**src/rtl/clint_timer.sv**
```systemverilog
// -----------------------------------------------------------------------------
// clint_timer
//   Multi-channel machine timer. A shared 64-bit mtime counter advances once
//   every PRESC+1 cycles while RUN is set. Each of NUM_CH 64-bit mtimecmp
//   comparators drives its own maskable, registered interrupt line.
//
// Ports
//   clk           system clock
//   rst           asynchronous, active-high reset
//   address       CPU byte address (word aligned), decoded relative to BASE_ADDR
//   write_data    CPU write data
//   write_enable  CPU write strobe, one write per asserted cycle
//   read_data     combinational read data for address (pre-write state)
//   irq           per-channel interrupt, registered: IE[i] & (mtime >= cmp[i])
//
// Register map (offsets from BASE_ADDR)
//   0x00 MTIME_LO  0x04 MTIME_HI
//   0x08 CTRL      bit0 RUN, bits[8+i] IE[i], bits[16+:PRESC_W] PRESC
//   0x0C PEND      raw compare result per channel (read only)
//   0x10+8i CMP_LO[i], 0x14+8i CMP_HI[i]
// -----------------------------------------------------------------------------
module clint_timer #(
   parameter logic [31:0] BASE_ADDR = 32'hFFFF0000,
   parameter int          NUM_CH    = 2,
   parameter int          PRESC_W   = 16
) (
   input  logic              clk,
   input  logic              rst,
   input  logic [31:0]       address,
   input  logic [31:0]       write_data,
   input  logic              write_enable,
   output logic [31:0]       read_data,
   output logic [NUM_CH-1:0] irq
);

   localparam logic [31:0] OFF_MTIME_LO = 32'h00;
   localparam logic [31:0] OFF_MTIME_HI = 32'h04;
   localparam logic [31:0] OFF_CTRL     = 32'h08;
   localparam logic [31:0] OFF_PEND     = 32'h0C;
   localparam logic [31:0] OFF_CMP      = 32'h10;

   // Offset within the window; addresses below BASE_ADDR wrap to large
   // values and therefore fall into the unmapped default.
   logic [31:0] off;
   assign off = address - BASE_ADDR;

   logic [63:0]        mtime_q, mtime_d;
   logic [PRESC_W-1:0] pcnt_q,  pcnt_d;
   logic [PRESC_W-1:0] presc_q, presc_d;
   logic               run_q,   run_d;
   logic [NUM_CH-1:0]  ie_q,    ie_d;
   logic [NUM_CH-1:0]  irq_q,   irq_d;
   logic [63:0]        cmp_q [NUM_CH];
   logic [63:0]        cmp_d [NUM_CH];
   logic [NUM_CH-1:0]  pend;

   always_comb begin
      for (int i = 0; i < NUM_CH; i++) begin
         pend[i] = (mtime_q >= cmp_q[i]);
      end
   end

   always_comb begin
      mtime_d = mtime_q;
      pcnt_d  = pcnt_q;
      presc_d = presc_q;
      run_d   = run_q;
      ie_d    = ie_q;
      for (int i = 0; i < NUM_CH; i++) begin
         cmp_d[i] = cmp_q[i];
      end

      if (run_q) begin
         if (pcnt_q == presc_q) begin
            mtime_d = mtime_q + 64'd1;
            pcnt_d  = '0;
         end else begin
            pcnt_d  = pcnt_q + 1'b1;
         end
      end

      // Register writes come after the increment so a written mtime half
      // overrides it: no increment, no carry into the other half.
      if (write_enable) begin
         case (off)
            OFF_MTIME_LO: begin
               mtime_d = {mtime_q[63:32], write_data};
               pcnt_d  = '0;
            end
            OFF_MTIME_HI: begin
               mtime_d = {write_data, mtime_q[31:0]};
               pcnt_d  = '0;
            end
            OFF_CTRL: begin
               run_d   = write_data[0];
               ie_d    = write_data[8 +: NUM_CH];
               presc_d = write_data[16 +: PRESC_W];
               pcnt_d  = '0;
            end
            default: ;
         endcase
         for (int i = 0; i < NUM_CH; i++) begin
            if (off == OFF_CMP + 32'(8 * i)) begin
               cmp_d[i][31:0] = write_data;
            end
            if (off == OFF_CMP + 32'(8 * i + 4)) begin
               cmp_d[i][63:32] = write_data;
            end
         end
      end

      irq_d = ie_q & pend;
   end

   always_ff @(posedge clk or posedge rst) begin
      if (rst) begin
         mtime_q <= '0;
         pcnt_q  <= '0;
         presc_q <= '0;
         run_q   <= 1'b1;
         ie_q    <= '0;
         irq_q   <= '0;
         for (int i = 0; i < NUM_CH; i++) begin
            cmp_q[i] <= '1;
         end
      end else begin
         mtime_q <= mtime_d;
         pcnt_q  <= pcnt_d;
         presc_q <= presc_d;
         run_q   <= run_d;
         ie_q    <= ie_d;
         irq_q   <= irq_d;
         for (int i = 0; i < NUM_CH; i++) begin
            cmp_q[i] <= cmp_d[i];
         end
      end
   end

   always_comb begin
      read_data = '0;
      case (off)
         OFF_MTIME_LO: read_data = mtime_q[31:0];
         OFF_MTIME_HI: read_data = mtime_q[63:32];
         OFF_CTRL: begin
            read_data[0]              = run_q;
            read_data[8 +: NUM_CH]    = ie_q;
            read_data[16 +: PRESC_W]  = presc_q;
         end
         OFF_PEND: read_data[NUM_CH-1:0] = pend;
         default: ;
      endcase
      for (int i = 0; i < NUM_CH; i++) begin
         if (off == OFF_CMP + 32'(8 * i)) begin
            read_data = cmp_q[i][31:0];
         end
         if (off == OFF_CMP + 32'(8 * i + 4)) begin
            read_data = cmp_q[i][63:32];
         end
      end
   end

   assign irq = irq_q;

endmodule

```
**config.mk**
```make
export PLATFORM = sky130hd
export DESIGN_NAME = clint_timer
export DESIGN_NICKNAME = d
export VERILOG_FILES = /design/src/rtl/clint_timer.sv
export SDC_FILE = /design/constraint.sdc
export NUM_CORES = 1
export LEC_CHECK = 0
export ABC_CLOCK_PERIOD_IN_PS = 7600
export BUFFER_PORTS_ARGS = -buffer_cell sky130_fd_sc_hd__clkbuf_2
export CORE_UTILIZATION = 30
export DETAILED_ROUTE_END_ITERATION = 16
export GPL_ROUTABILITY_DRIVEN = 0
export GPL_TIMING_DRIVEN = 0
export HOLD_SLACK_MARGIN = 0.12
export PLACE_DENSITY = 0.57
export SYNTH_ARGS = -nofsm -noshare
export SYNTH_HDL_FRONTEND = slang
export SYNTH_SLANG_ARGS = --single-unit
```
**constraint.sdc**
```tcl
create_clock -name clk -period 7.6 [get_ports clk]
set_input_delay 1.52 -clock clk [delete_from_list [all_inputs] [get_ports clk]]
set_output_delay 1.52 -clock clk [all_outputs]
set_load 0.01 [all_outputs]
```
==> flow_summary.ini, run 1 <==
[outcome]
status = complete, no violations

[final_layout]
nNetsFinal = 2013
diodes = 0
regArea_mm2 = 0.00589
layout-drive-gt1-share_pct = 21.6
area_growth_syn_to_layout_pct = 14.8
combined_area_of_the_multi_input_logic_cells_mm2 = 0.00852
fill_cells = 5165

[clock_tree]
clkLatencyLatePin_ns = 0.58
numClockSinks = 229
cts.reportedPaths.clkPinSlew_ns = 0.07
tritoncts_clock_tree = built
cts.path.max_buffers = 3
cts_htree_levels = 1
tritoncts.num_buffers = 27
clock_tree.root_cell = sky130_fd_sc_hd__clkbuf_16
cts.hold.buffers_added = 0
number_of_post_cts_setup_repair_buffers = 0
cts_resized = 0

[grt]
grt.total_usage_pct = 22.5
grt_util_met2_pct = 35.2
wire_length_of_the_first_global_routing_pass_um = 88900
global_route.overflow_total = 0
first_global_vias = 13800
met1_usage_pct = 29.6
grt.busiest_layer = met2
global_route.usage.met3_pct = 4.60
grt_max_degree = 116
grt_antenna_before_repair = 0

[synthesis]
ys_dominant_reg_cell = sky130_fd_sc_hd__dfstp_2
synthTopCellsByCount = sky130_fd_sc_hd__nand2_1, sky130_fd_sc_hd__o21ai_0, sky130_fd_sc_hd__inv_1
synth_area_leaders = sky130_fd_sc_hd__dfstp_2, sky130_fd_sc_hd__dfrtp_1, sky130_fd_sc_hd__ha_1, sky130_fd_sc_hd__o21ai_0, sky130_fd_sc_hd__mux2_2
synth-xor-area-share_pct = 1.83
synth_fp_nets = 1883
synth_fa_ha_area_share_pct = 10.6
synth.distinct_cells = 69
synth_simple_gate_area_share_pct = 15.3
synth_top_cell_area_share_pct = 22.1
yosysMostFrequentCell = sky130_fd_sc_hd__nand2_1
ys_ff_latch = 229
synth-edff-count = 0
synth.area.mux_share_pct = 9.18
synth_area_leader_cell = sky130_fd_sc_hd__dfstp_2
synth_top_family_by_area = compound AO/OA/AOI/OAI gates
yosysWarningCount = 0
synth_async_reset_ratio_pct = 100
synthesis.instances = 1686
synthesized_area_per_cell_um2 = 9.11
synth_compound_gate_area_share_pct = 18.5
register_area_share_after_synthesis_pct = 38.4
post_synth_instance_area_mm2 = 0.0154

[routing]
drcViolationCount = 0
drt_first_pass_iters = 6
route.antenna.remaining_nets = 0
drt-total-wl_um = 59800
route.vias.total = 14300
via_per_inst = 5.72
wl_per_cell_um = 23.8
first_iter_violations = 1512

[setup_path]
critical_path.max_fanout = 7
endpoint_kind = output pin
timing.critical_path.arrival_ns = 4.96
setup.worst_path.start_class = register
criticalPathCategory = reg2out
cp.required_ns = 6.08

[sta]
timing.final.setup_violations = 0
finalHoldWorstSlack_ns = 0.501
rsz0062_at_grt = false
final_max_slew_violation_count = 0
post-route-min-period_ns = 6.48
fin_worst_skew_ns = 0.0363
tightestPinTransition_ns = 1.15
report.final.hold_viol_count = 0
slew_limit_headroom_pct = 23.0
clock.fmax_mhz = 154
finalCritPeriodShare_pct = 85.3

[floorplan]
die-area_mm2 = 0.0521
core_mm2 = 0.0504
fp.dieW_um = 228
ioPinCount = 101
floorplan.rows = 82
floorplan.die.height_um = 228
initial_core_util_pct = 30.5

[pwr]
pwr_density_cell_mw_per_mm2 = 155
total_chip_power_mw = 2.72
leakage_power_nw = 7.61
worst_ir_drop_vdd_uv = 137

[place]
port_buffers = 99
dp_hpwl_um = 44000

[worst_hold_path]
worstHoldPathType = reg2reg

[flow_run]
max-cap-violations = 0
==> power by group <==
group	internal, mW	total (mW)	leakage (nW)	switching [mW]
sequential	1.22	1.22	2.53	0.0000000471
clock	0.795	1.36	0.445	0.570
combinational	0.0374	0.138	4.63	0.100
total	2.06	2.72	7.61	0.670
==> final cells by class <==
cell class	count	share of cell area, %
Timing Repair Buffer	101	2.99
Inverter	141	3.04
Clock buffer	37	4.27
Multi-Input combinational cell	1215	48.3
Buffer	101	2.36
Sequential cell	229	33.4
Clock inverter	13	0.844
Tap cell	672	4.77
==> metal layers <==
metal	part of all wire, %	vias to the layer above
met4	4.9	0
met5	0	-
li1	-	6396
met3	9.3	143
met1	41	7015
met2	45	790
==> path summary, 6_finish.rpt <==
kind	to	slack [ns]	cells after the start	from
max	read_data[0]	1.12	12	mtime_q[0]$_DFFE_PP0P_
min in group asynchronous	irq[1]$_DFF_PP0_	1.09	2	rst
max in group asynchronous	mtime_q[58]$_DFFE_PP0P_	5.37	3	rst
max reg2reg	irq[0]$_DFF_PP0_	3.30	11	mtime_q[0]$_DFFE_PP0P_
min reg2reg	cmp_q[118]$_DFFE_PP1P_	0.50	2	cmp_q[118]$_DFFE_PP1P_
min	cmp_q[118]$_DFFE_PP1P_	0.50	2	cmp_q[118]$_DFFE_PP1P_
==> stage by stage <==
| step | utilization (%) | std cells | setup WS [ns] | TNS, ns | area (um2) |
|---|---|---|---|---|---|
| after global placement | 33.1 | 2457 | -3.01 | -347.89 | 16700 |
| after detailed placement | 33.2 | 2458 | 1.17 | 0 | 16700 |
| after floorplan | - | 1686 | 0.0173 | 0 | 15400 |
| after CTS | 35.0 | 2508 | 0.539 | 0 | 17600 |
| after global routing | 35.0 | 2509 | 1.05 | 0 | 17600 |
| final | 35.0 | 2509 | 1.12 | 0 | 17600 |
==> cells in the final DEF, fill, tap and decap left out, drive strengths merged, types with 9 or more instances in the layout <==
master / count
nand4: 53
ha: 130
dfrtp: 100
o21ai: 201
mux2i: 16
nor3: 22
a222oi: 17
o22ai: 18
a21o: 20
a22oi: 21
and3: 21
o211ai: 19
nor2: 57
nor3b: 10
nand2: 217
xor2: 11
dfstp: 129
nand3: 42
a41oi: 11
xnor2: 21
mux4: 14
nor4: 9
a31oi: 25
buf: 20
a21oi: 70
clkbuf: 219
mux2: 83
inv: 143
==> sequential cells by signal, summed over array words and instances, names as in the netlist <==
name / flops
ie_q: 2
mtime_q: 64
irq: 2
presc_q: 16
run_q: 1
pcnt_q: 16
cmp_q: 128
==> cells by family (layout without fill, tap and decap cells) <==
family                   Yosys count  count (layout)
buffers and inverters            242             393
AO/OA/AOI/OAI                    460             460
multiplexers                     113             113
XOR/XNOR                          32              32
AND/OR/NAND/NOR                  480             480
flip-flops                       229             229
adder cells (fa/ha/maj)          130             130
==> worst max-delay path, stage by stage, from the launching register on <==
cell and delay [ns]:
sky130_fd_sc_hd__dfrtp_1 0.45, sky130_fd_sc_hd__inv_1 0.10, sky130_fd_sc_hd__ha_1 0.29, sky130_fd_sc_hd__nand2b_1 0.16, sky130_fd_sc_hd__a2111oi_0 0.47, sky130_fd_sc_hd__o31ai_1 0.25, sky130_fd_sc_hd__a2111oi_1 0.46, sky130_fd_sc_hd__clkbuf_2 0.25
sky130_fd_sc_hd__o41ai_1 0.21, sky130_fd_sc_hd__a211o_1 0.44, sky130_fd_sc_hd__a221oi_1 0.84, sky130_fd_sc_hd__o21ai_0 0.27, sky130_fd_sc_hd__clkbuf_2 0.20
No activity file was read; power rests on OpenSTA's default activity.
==> run 2: changes to the inputs <==
Settings changed: ABC_CLOCK_PERIOD_IN_PS 7600 to 5400.
Clock period 7.6 ns to 5.4 ns, I/O delays scaled along.
==> run 2 against run 1 <==
Effect of this change:
- combinational power rose by 46%
- clock power rose by 45%
- die area did not move
- register-to-register slack got worse by 1.8 ns
- critical path type unchanged
==> flow_summary.ini, run 2 (same netlist as run 1, synthesis figures left out) <==
[final_layout]
largest_register = cmp_q
layout_commonest_cell = sky130_fd_sc_hd__nand2_1
number_of_flip_flops_in_the_largest_register = 128
layout-drive-gt1-share_pct = 22.3
reg_top3 = cmp_q: 128 flops, mtime_q: 64 flops
area_growth_syn_to_layout_pct = 16.1
fill_cells = 5116
nNetsFinal = 2017
layout.cells.most_common_list = sky130_fd_sc_hd__nand2_1, sky130_fd_sc_hd__o21ai_0, sky130_fd_sc_hd__inv_1

[setup_path]
cp-startpoint = cmp_q[31]$_DFFE_PP1P_
setup.worst_path.start_class = register
timing.critical_path.slowest_stage_cell = sky130_fd_sc_hd__o21ai_0
timing.critical_path.arrival_ns = 4.31
worst_path_cell_chain = inv_1 -> ha_1 -> nand4_1 -> nor4_2 -> a31oi_1 -> o21ai_0 -> a31oi_1 -> o221ai_1 -> clkbuf_2
crit_family = compound AO/OA/AOI/OAI gates
critPathMaxStageDelay_ns = 0.76
criticalPathCategory = reg2out
worst_path_most_repeated_cell = sky130_fd_sc_hd__a31oi_1
endpoint_kind = output pin
cp.required_ns = 4.32
reg2reg_from = presc_q[1]$_DFFE_PP0P_
critical_path_buf_inv_count = 2
critical_path.max_fanout = 3

[place]
dp_hpwl_um = 44300
port_buffers = 99

[floorplan]
die-area_mm2 = 0.0521
ioPinCount = 101
fp.dieW_um = 228
floorplan.rows = 82
floorplan.die.height_um = 228
core_mm2 = 0.0504
initial_core_util_pct = 30.5

[pwr]
total_chip_power_mw = 3.90
leakage_power_nw = 7.70
worst_ir_drop_vdd_uv = 200
pwr_density_cell_mw_per_mm2 = 219

[sta]
report.final.hold_viol_count = 0
fin_worst_skew_ns = 0.0324
finalCritPeriodShare_pct = 99.8
clock.fmax_mhz = 186
final_max_slew_violation_count = 0
tightestPinTransition_ns = 1.14
finalHoldWorstSlack_ns = 0.499
post-route-min-period_ns = 5.39
timing.final.setup_violations = 0
slew_limit_headroom_pct = 23.5
rsz0062_at_grt = false

[routing]
drcViolationCount = 0
route.vias.total = 14400
first_iter_violations = 1660
drt_first_pass_iters = 6
drt-total-wl_um = 59200
wl_per_cell_um = 23.5
route.antenna.remaining_nets = 0
via_per_inst = 5.74

[clock_tree]
number_of_post_cts_setup_repair_buffers = 0
numClockSinks = 229
cts.reportedPaths.clkPinSlew_ns = 0.06
cts.path.max_buffers = 3
clkLatencyLatePin_ns = 0.58
cts_htree_levels = 1
tritoncts.num_buffers = 27
tritoncts_clock_tree = built
clock_tree.root_cell = sky130_fd_sc_hd__clkbuf_16

[grt]
grt_antenna_before_repair = 1
wire_length_of_the_first_global_routing_pass_um = 88700
first_global_vias = 13800
grt.total_usage_pct = 22.4
grt_max_degree = 40
global_route.overflow_total = 0

[worst_hold_path]
hold_path.startpoint = cmp_q[118]$_DFFE_PP1P_
worstHoldPathType = reg2reg

[outcome]
status = complete, no violations

[flow_run]
max-cap-violations = 0
[run 2: cell types whose count changed in the layout (fill, tap and decap cells not counted), sizes merged]
cell / delta
buf: +5
clkinv: +1
diode: +1
inv: -2
[run 2: timing repair]
action / CTS / global route
setup endpoints to repair: 2 / 5
hold buffers: 0 / 0
gates resized for setup: 7 / 8
hold endpoints to repair: 0 / 0
pin swaps: 1 / 2
[run 2: where the power goes]
| group | switching [mW] | internal, mW |
|---|---|---|
| Sequential | 0.0000000665 | 1.72 |
| Clock | 0.786 | 1.19 |
| Combinational | 0.142 | 0.0593 |
| Total | 0.928 | 2.97 |
[run 2: final cells by class]
class / count / area, um2 / area share [%]
Multi-Input combinational cell: 1215 / 8580 / 48.1
Buffer: 101 / 418 / 2.34
Clock inverter: 12 / 139 / 0.779
Timing Repair Buffer: 105 / 616 / 3.45
Sequential cell: 229 / 5890 / 33.0
Tap cell: 672 / 841 / 4.72
Clock buffer: 38 / 811 / 4.55
Antenna cell: 1 / 2.50 / 0.0140
Inverter: 141 / 533 / 2.99
[run 2: routing by layer]
metal	vias to the layer above	GRT usage, %	share of wire, %
met5	-	0	0
met4	0	11.0	4.9
met3	154	5.03	9.8
met2	750	34.8	45
met1	7121	29.2	41
li1	6413	-	-
[run 2: worst paths after layout]
check                      cells past startpoint                      end  slack [ns]
max                                            9             read_data[1]        0.01
min                                            2   cmp_q[118]$_DFFE_PP1P_        0.50
max reg2reg                                    8  mtime_q[23]$_DFFE_PP0P_        1.53
min reg2reg                                    2   cmp_q[118]$_DFFE_PP1P_        0.50
max in group asynchronous                      4    cmp_q[30]$_DFFE_PP1P_        4.10
min in group asynchronous                      2    cmp_q[13]$_DFFE_PP1P_        0.68
[run 2: stage by stage]
stage | instance area (um2) | TNS (ns) | worst slack, ns | instances | util [%]
finish | 17800 | 0 | 0.0128 | 2514 | 35.4
global route | 17800 | 0 | 0.000854 | 2514 | 35.4
CTS | 17800 | 0 | 0.0245 | 2513 | 35.4
detailed placement | 16800 | -0.623 | -0.623 | 2463 | 33.4
global placement | 16700 | -19.83 | -0.601 | 2457 | 33.1
floorplan | 15400 | 0 | 1.43 | 1686 | -
[run 2: worst register-to-register path: cells and delay by family (launching register included)]
kind / cells / cell delay, ns
compound gates: 2 / 0.31
flops: 1 / 0.44
xor+xnor: 1 / 0.29
simple gates: 5 / 2.74
==> run 3: changes to the inputs <==
Settings changed: ABC_CLOCK_PERIOD_IN_PS 5400 to 4430, GPL_TIMING_DRIVEN 0 to unset.
Clock period 5.4 ns to 4.43 ns, I/O delays scaled along.
==> run 3 against run 2 <==
Effect of this change:
- register-to-register slack got worse by 0.48 ns
- die area unchanged
- critical path type unchanged
- combinational power increased by 9%
- largest power group unchanged
- design area decreased by 0.39%
- first-iteration DRC count decreased by 23%
- sequential power increased by 22%
- global-route usage decreased by 2.3 points
==> flow_summary.ini, run 3 (same netlist as run 1, synthesis figures left out) <==
[floorplan]
initial_core_util_pct = 30.5
floorplan.die.height_um = 228
die-area_mm2 = 0.0521
ioPinCount = 101
core_mm2 = 0.0504
fp.dieW_um = 228
floorplan.rows = 82

[pwr]
sequential_power_share_pct = 45.1
leakage_power_nw = 7.74
pwr-share-clk_pct = 50.2
pwr_density_cell_mw_per_mm2 = 262
total_chip_power_mw = 4.65
comb_power_share_pct = 4.7
worst_ir_drop_vdd_uv = 265
switchingPower_mw = 1.09
swShare_pct = 23.5
internal_power_mw = 3.56

[final_layout]
layout_commonest_cell = sky130_fd_sc_hd__nand2_1
largest_register = cmp_q
nNetsFinal = 1964
number_of_flip_flops_in_the_largest_register = 128
area_growth_syn_to_layout_pct = 15.7
layout-drive-gt1-share_pct = 25.3
layout.cells.most_common_list = sky130_fd_sc_hd__nand2_1, sky130_fd_sc_hd__o21ai_0, sky130_fd_sc_hd__inv_1
diodes = 0
reg_top3 = cmp_q: 128 flops, mtime_q: 64 flops

[clock_tree]
cts_htree_levels = 1
cts.path.max_buffers = 3
clkLatencyLatePin_ns = 0.56
numClockSinks = 229
tritoncts.num_buffers = 27
clock_tree.root_cell = sky130_fd_sc_hd__clkbuf_16
tritoncts_clock_tree = built
cts.hold.buffers_added = 0
cts.reportedPaths.clkPinSlew_ns = 0.06

[routing]
first_iter_violations = 1273
route.antenna.remaining_nets = 0
drcViolationCount = 0
route.vias.total = 13700
wl_per_cell_um = 21.4
drt_first_pass_iters = 7
via_per_inst = 5.56
drt-total-wl_um = 52600

[grt]
grt_max_degree = 122
grt_antenna_before_repair = 0
global_route.overflow_total = 0
wire_length_of_the_first_global_routing_pass_um = 81800
first_global_vias = 13400
grt.total_usage_pct = 20.1

[sta]
totalNegativeSetupSlack_ns = 0
rsz0062_at_grt = false
timing.final.setup_violations = 0
report.final.hold_viol_count = 0
post-route-worst-setup-slack_ns = 0.151
post-route-min-period_ns = 4.28
clock.fmax_mhz = 234
fin_worst_skew_ns = 0.0205
finalCritPeriodShare_pct = 96.6
tightestPinTransition_ns = 0.981
final_max_slew_violation_count = 0
slew_limit_headroom_pct = 34.2

[setup_path]
endpoint_kind = output pin
ff2ff_path_depth = 9
reg2reg_from = mtime_q[3]$_DFFE_PP0P_
cp.required_ns = 3.54
capture_point_of_the_critical_path = read_data[1]
setup.worst_path.start_class = register
crit-reg2reg-capture = mtime_q[43]$_DFFE_PP0P_
cp-startpoint = cmp_q[15]$_DFFE_PP1P_
criticalPathCategory = reg2out
reg_to_reg_setup_timing_slack_ns = 1.05
timing.critical_path.arrival_ns = 3.39
critical_path.max_fanout = 3

[place]
port_buffers = 100
dp_slack_ns = 0.156
dp_hpwl_um = 38900

[worst_hold_path]
worstHoldPathType = reg2reg

[outcome]
status = complete, no violations

[flow_run]
max-cap-violations = 0
-- run 3: routing by layer --
metal | wire (um) | vias to the layer above | part of all wire [%] | GRT usage (%)
met5 | 0 | - | 0 | 0
met3 | 3190 | 116 | 6.1 | 2.01
met4 | 2150 | 0 | 4.1 | 7.86
met1 | 23200 | 6701 | 44 | 27.4
li1 | - | 6313 | - | -
met2 | 24100 | 550 | 46 | 32.6
-- run 3: worst min path at each step --
stage | start | to | slack [ns] | depth (start not counted)
after floorplan | cmp_q[118]$_DFFE_PP1P_ | cmp_q[118]$_DFFE_PP1P_ | 0.47 | 2
after global placement | cmp_q[118]$_DFFE_PP1P_ | cmp_q[118]$_DFFE_PP1P_ | 0.49 | 2
after detailed placement | cmp_q[118]$_DFFE_PP1P_ | cmp_q[118]$_DFFE_PP1P_ | 0.49 | 2
after CTS | cmp_q[118]$_DFFE_PP1P_ | cmp_q[118]$_DFFE_PP1P_ | 0.50 | 2
after global routing | cmp_q[79]$_DFFE_PP1P_ | cmp_q[79]$_DFFE_PP1P_ | 0.54 | 2
final | cmp_q[118]$_DFFE_PP1P_ | cmp_q[118]$_DFFE_PP1P_ | 0.50 | 2
-- run 3: area by class of cell --
cell class,instances,area [um2]
clock inverter,11,108
tap,672,841
fill,5083,32600
sequential,229,5890
timing repair buffer,153,963
inverter,141,533
multi-input combinational,1215,8610
clock buffer,38,818
-- run 3: worst max-delay path, stage by stage, from the launching register on --
cell and delay [ns]:
sky130_fd_sc_hd__dfstp_2 0.53, sky130_fd_sc_hd__inv_1 0.06, sky130_fd_sc_hd__ha_1 0.30, sky130_fd_sc_hd__a21oi_1 0.12, sky130_fd_sc_hd__o21ai_0 0.19, sky130_fd_sc_hd__a2111oi_2 0.40, sky130_fd_sc_hd__o21ai_1 0.23, sky130_fd_sc_hd__a31oi_1 0.21
sky130_fd_sc_hd__o21ai_1 0.13, sky130_fd_sc_hd__a31oi_2 0.26, sky130_fd_sc_hd__o221ai_1 0.23, sky130_fd_sc_hd__clkbuf_2 0.18
-- run 3: power groups by stage --
stage / combinational, mW / clock [mW] / sequential (mW)
after detailed placement: 0.222 / 0 / 2.13
after global placement: 0.220 / 0 / 2.13
after CTS: 0.222 / 2.37 / 2.10
final: 0.219 / 2.34 / 2.10
after floorplan: 0.105 / 0 / 2.13
after global routing: 0.240 / 2.45 / 2.10
-- run 3: timing repair --
item                                    CTS  global route
buffers inserted                          0             3
resized for setup                         9             8
pin swaps                                 1             4
endpoints found under the setup margin    2             2
-- run 3: through the flow --
stage / util (%) / hold slack, ns / instances / cell area (um2)
after detailed placement: 33.3 / 0.489 / 2407 / 16800
after global routing: 35.3 / 0.537 / 2459 / 17800
after global placement: 33.3 / 0.490 / 2407 / 16800
after CTS: 35.1 / 0.498 / 2456 / 17700
final: 35.3 / 0.500 / 2459 / 17800
after floorplan: - / 0.468 / 1686 / 15400
